`src/rtl/boot_ram_bus_ctrl.sv`:
```
// Boot RAM bus controller: turns 32-bit CPU valid/ready requests and a byte-wide
// loader port into per-lane CE/WRE/AD/DIN strobes for four 8-bit boot RAM lanes.
module boot_ram_bus_ctrl #(
    parameter logic [31:0] ADDR_BASE = 32'h0000_0000,
    parameter int unsigned AW        = 11
) (
    input  logic          clk,
    input  logic          resetn,
    input  logic          cpu_valid,
    input  logic [31:0]   cpu_addr,
    input  logic [31:0]   cpu_wdata,
    input  logic [3:0]    cpu_wstrb,
    output logic          cpu_ready,
    output logic [31:0]   cpu_rdata,
    output logic          cpu_err,
    input  logic          ld_en,
    input  logic          ld_valid,
    input  logic [AW+1:0] ld_addr,
    input  logic [7:0]    ld_data,
    output logic          ld_ready,
    output logic [3:0]    ram_ce,
    output logic          ram_oce,
    output logic          ram_reset,
    output logic [3:0]    ram_wre,
    output logic [AW-1:0] ram_ad,
    output logic [31:0]   ram_din,
    input  logic [31:0]   ram_dout
);

    localparam int unsigned TAG_W = 32 - (AW + 2);
    localparam logic [TAG_W-1:0] BASE_TAG = ADDR_BASE[31:AW+2];

    typedef enum logic [1:0] {
        S_IDLE  = 2'd0,
        S_ISSUE = 2'd1,
        S_WAIT  = 2'd2,
        S_RESP  = 2'd3
    } state_t;

    state_t r_state;
    logic   r_is_ld;
    logic   r_is_rd;

    logic             w_in_win;
    logic             w_cpu_wr;
    logic             w_ld_fire;
    logic [3:0]       w_ld_lane_oh;
    logic             w_unused;

    assign ram_oce   = 1'b1;
    assign ram_reset = 1'b0;

    assign w_in_win     = (cpu_addr[31:AW+2] == BASE_TAG);
    assign w_cpu_wr     = (cpu_wstrb != 4'b0000);
    assign w_ld_fire    = ld_valid & ld_ready;
    assign w_ld_lane_oh = 4'(4'b0001 << ld_addr[1:0]);
    // Byte offset within a word is irrelevant: the RAM is word-addressed per lane.
    assign w_unused     = &{1'b0, cpu_addr[1:0]};

    // Request sequencer; reset clears every strobe asynchronously so no partial write follows it.
    always_ff @(posedge clk or negedge resetn) begin
        if (!resetn) begin
            r_state   <= S_IDLE;
            r_is_ld   <= 1'b0;
            r_is_rd   <= 1'b0;
            cpu_ready <= 1'b0;
            cpu_rdata <= 32'h0;
            cpu_err   <= 1'b0;
            ld_ready  <= 1'b0;
            ram_ce    <= 4'h0;
            ram_wre   <= 4'h0;
            ram_ad    <= '0;
            ram_din   <= 32'h0;
        end else begin
            case (r_state)
                S_IDLE: begin
                    if (ld_en) begin
                        if (w_ld_fire) begin
                            ram_ad   <= ld_addr[AW+1:2];
                            ram_din  <= {4{ld_data}};
                            ram_ce   <= w_ld_lane_oh;
                            ram_wre  <= w_ld_lane_oh;
                            ld_ready <= 1'b0;
                            r_is_ld  <= 1'b1;
                            r_is_rd  <= 1'b0;
                            r_state  <= S_ISSUE;
                        end else begin
                            ld_ready <= 1'b1;
                        end
                    end else begin
                        ld_ready <= 1'b0;
                        if (cpu_valid && !cpu_ready) begin
                            r_is_ld <= 1'b0;
                            if (!w_in_win) begin
                                // Out-of-window: answer immediately without touching the RAM.
                                cpu_err   <= 1'b1;
                                cpu_rdata <= 32'h0;
                                cpu_ready <= 1'b1;
                                r_is_rd   <= 1'b0;
                                r_state   <= S_RESP;
                            end else begin
                                ram_ad  <= cpu_addr[AW+1:2];
                                r_state <= S_ISSUE;
                                if (w_cpu_wr) begin
                                    ram_din <= cpu_wdata;
                                    ram_ce  <= cpu_wstrb;
                                    ram_wre <= cpu_wstrb;
                                    r_is_rd <= 1'b0;
                                end else begin
                                    ram_ce  <= 4'hF;
                                    ram_wre <= 4'h0;
                                    r_is_rd <= 1'b1;
                                end
                            end
                        end
                    end
                end
                S_ISSUE: begin
                    ram_ce  <= 4'h0;
                    ram_wre <= 4'h0;
                    if (r_is_ld) begin
                        ld_ready <= ld_en;
                        r_state  <= S_IDLE;
                    end else if (r_is_rd) begin
                        r_state <= S_WAIT;
                    end else begin
                        cpu_ready <= 1'b1;
                        r_state   <= S_RESP;
                    end
                end
                S_WAIT: begin
                    cpu_rdata <= ram_dout;
                    cpu_ready <= 1'b1;
                    r_state   <= S_RESP;
                end
                S_RESP: begin
                    cpu_ready <= 1'b0;
                    cpu_err   <= 1'b0;
                    ld_ready  <= ld_en;
                    r_state   <= S_IDLE;
                end
                default: begin
                    r_state <= S_IDLE;
                end
            endcase
        end
    end

endmodule

```
`config.mk`:
```
export PLATFORM = sky130hd
export DESIGN_NAME = boot_ram_bus_ctrl
export DESIGN_NICKNAME = d
export VERILOG_FILES = /design/src/rtl/boot_ram_bus_ctrl.sv
export SDC_FILE = /design/constraint.sdc
export NUM_CORES = 1
export LEC_CHECK = 0
export BUFFER_PORTS_ARGS = -buffer_cell sky130_fd_sc_hd__buf_2
export CORE_MARGIN = 2
export CORE_UTILIZATION = 48
export DETAILED_ROUTE_END_ITERATION = 12
export PLACE_DENSITY = 0.95
export SETUP_SLACK_MARGIN = 0.3
export SLEW_MARGIN = 20
export SYNTH_ARGS = -nofsm -noshare
export SYNTH_HDL_FRONTEND = slang
export SYNTH_SLANG_ARGS = --single-unit
```
`constraint.sdc`:
```
create_clock -name clk -period 3.95 [get_ports clk]
set_input_delay 0.79 -clock clk [delete_from_list [all_inputs] [get_ports clk]]
set_output_delay 0.79 -clock clk [all_outputs]
set_load 0.01 [all_outputs]
```
==> reports/metrics.csv <==
stage;metric;value;unit
placed_design;placedCellCount;631;
route;antenna_left;0;
worst_setup_path;cp.arrival;2.97;ns
timing;slew_viol_final;0;
synthesis;yosys_most_used_dff;dfrtp_1;
cts;numCtsBuffers;9;
power;total_leakage_power;2.62;nW
floorplanning;core_area;0.00773;mm2
timing;fin_crit;2.70;ns
worst_setup_path;critical_path.top_delay_family;simple AND/OR/NAND/NOR gates;
cts;cts_root_buffer;clkbuf_8;
synthesis;synth_area_per_cell;11.2;um2
timing;worstMarginPinSlew;0.779;ns
synthesis;ys_seq_area_share;58.6;%
worst_setup_path;required;4.22;ns
global_routing;grt_first_pass_wirelength;17000;um
cts;postCtsSetupRepairBufs;0;
cts;post_cts_resized;0;
timing;slew_headroom;48.1;%
floorplanning;die_area;0.00874;mm2
cts;postCtsHoldBufs;0;
route;vias;3512;
worst_setup_path;crit_buf_inv;1;
timing;grt_setup_unrepaired;no;
global_routing;overflow;0;
route;drtIter0Drc;116;
power;p_sw;1.37;mW
worst_setup_path;cp_cell_sequence;buf_2 -> or3b_1 -> nand2_1 -> nand2_1 -> nor2_4 -> a2bb2oi_1;
floorplanning;die-height;93.5;um
route;drc;0;
timing;hold_violations;0;
power;vdd_drop_max;0.329;mV
cts;path_clk_slew;0.09;ns
job;cap_violations;0;
worst_setup_path;r2r_start;cpu_ready$_DFFE_PN0P_;
cts;cts.sinks;90;
power;switching_share;37.2;%
power;power_density;723;mW/mm2
power;clock_power_share;15.4;%
cts;tritoncts;done;
synthesis;async_reset_ff_share;100;%
layout;fin_nets;666;
run_status;status;complete, no violations;
global_routing;grt_use_total;24.8;%
synthesis;ys_warn_count;0;
worst_setup_path;slowest_stage;nor2_4;
worst_hold_path;hold_path.class;in2async;
cts;cts.path.max_buffers;2;
worst_setup_path;cpMostUsedCell;nand2_1;
layout;fillers;621;
route;wl_per_cell;16.4;um
worst_setup_path;slowest_delay;0.71;ns
synthesis;synth_edf_count;0;
global_routing;grt_max_degree;91;
timing;max_freq;370;MHz
layout;areaGrowthSynthToFinish;32.2;%
worst_setup_path;start_kind;input port;
power;p_seq_share;43.9;%
power;cell_internal_pwr;2.31;mW
floorplanning;fp.dieW;93.5;um
cts;clock_latency;0.36;ns
power;pwr-share-comb;40.7;%
placed_design;io_buffers;209;
floorplanning;io_pins;214;
synthesis;syn_nets;470;
synthesis;synth_cells;344;
global_routing;antenna_found_initial;1;
timing;period_share;68.5;%
synthesis;ys_ff_latch;90;
route;drt_pass1_iterations;6;
worst_setup_path;startpoint;ld_en;
route;wl;10600;um
timing;skew;0.0149;ns
layout;fin_util;65.8;%
layout;drive_gt1_share;44.0;%
placed_design;hpwl;7810;um
worst_setup_path;critPathMaxFanout;32;
synthesis;synth_cell_types;43;
floorplanning;rows;32;
placed_design;gp_congestion;0.832;
global_routing;grt_pass1_vias;3471;
timing;setup-violations-final;0;
synthesis;netlist_area;0.00384;mm2
route;avgViaCountPerCell;5.42;
cts;h-tree-depth;3;
layout;stdcell_count;648;
worst_setup_path;end_kind;flip-flop;
timing;tns;0;ns
worst_setup_path;crit_type;in2reg;
floorplanning;initial_core_util;49.8;%
[final cells by class]
class / count / area (um2) / area share, %
clock buffer: 9 / 124 / 2.44
multi-input combinational: 223 / 1440 / 28.3
clock inverter: 7 / 51.3 / 1.01
timing repair buffer: 211 / 1070 / 21.0
inverter: 5 / 18.8 / 0.369
sequential: 90 / 2250 / 44.3
antenna: 1 / 2.50 / 0.0492
tap: 102 / 128 / 2.51
[layout by cell type, fill, tap and decap left out, drive strengths merged, types with 9 or more instances in the layout]
cell,Yosys,layout
dfrtp,90,90
o21ai,10,10
buf,10,211
nand2,45,45
clkbuf,16,9
nor2,27,27
a22o,39,39
a2bb2oi,32,32
nor3,12,12
a21oi,16,16
[flip-flops by register name (all words and copies together), names as in the netlist]
| name | flops |
|---|---|
| cpu_rdata | 32 |
| ram_din | 32 |
| ram_ad | 11 |
| ram_ce | 4 |
| ram_wre | 4 |
| r_state | 2 |
| cpu_err | 1 |
| cpu_ready | 1 |
| ld_ready | 1 |
| r_is_ld | 1 |
| r_is_rd | 1 |
[final timing paths]
kind / endpoint / slack [ns] / cells past startpoint
setup / recovery: ram_din[7]$_DFFE_PN0P_ / 1.25 / 6
hold / removal: ram_din[29]$_DFFE_PN0P_ / 0.48 / 1
setup reg to reg: ram_din[7]$_DFFE_PN0P_ / 1.59 / 5
hold reg to reg: cpu_rdata[7]$_DFFE_PN0P_ / 0.50 / 1
max in group asynchronous: cpu_rdata[25]$_DFFE_PN0P_ / 2.93 / 1
min in group clk: cpu_rdata[7]$_DFFE_PN0P_ / 0.50 / 1
[metal layers]
metal / GRT usage [%] / routed length (um)
met1: 32.3 / 4400
met2: 40.8 / 5360
met3: 5.48 / 658
met4: 9.44 / 223
met5: 0 / 0
[cells in the mapped netlist (2+ instances only)]
cell type  number  share of area, %
nand3b_1        2              0.39
nand2_1        45               4.4
a211oi_1        5              0.98
a2bb2oi_1      32               7.3
dfrtp_1        90                59
nor3_1         12               1.6
nor2_1         25               2.4
a211oi_2        3              0.98
a22o_1         39               8.9
buf_4           5              0.98
nand3_1         3              0.39
buf_2           2              0.26
buf_6           3              0.88
clkbuf_1       16               1.6
conb_1          2              0.20
inv_1           5              0.49
nor2_4          2              0.59
nor4_1          3              0.49
o21ai_0         9               1.2
a21oi_1        15               2.0
o31ai_1         2              0.39
or4_1           3              0.59
[power by group through the flow]
stage	combinational (mW)	sequential [mW]	clock, mW
6_report	1.50	1.61	0.567
5_1_grt	1.63	1.67	0.621
2_1_floorplan	0.698	1.78	0
3_3_place_gp	1.45	1.59	0
4_1_cts	1.51	1.61	0.582
3_5_place_dp	1.51	1.61	0
[metrics by stage]
stage          setup WS [ns]  power (mW)  instance area, um2  hold slack [ns]
2_1_floorplan           1.64        2.47                3840            0.461
3_3_place_gp            1.01        3.05                4900            0.478
3_5_place_dp           0.885        3.12                4900            0.478
4_1_cts                 1.25        3.70                5070            0.503
5_1_grt                 1.06        3.92                5080            0.513
6_report                1.25        3.68                5080            0.480
[kinds of logic (layout without fill, tap and decap cells)]
kind of cell,after synthesis,count (layout),share of synthesized area (%)
multiplexers,1,1,0.293
buffers and inverters,31,232,4.17
AO/OA/AOI/OAI,116,116,24.4
flip-flops,90,90,58.6
AND/OR/NAND/NOR,104,104,12.4
other,2,3,0.195
No activity file was read; power rests on OpenSTA's default activity.
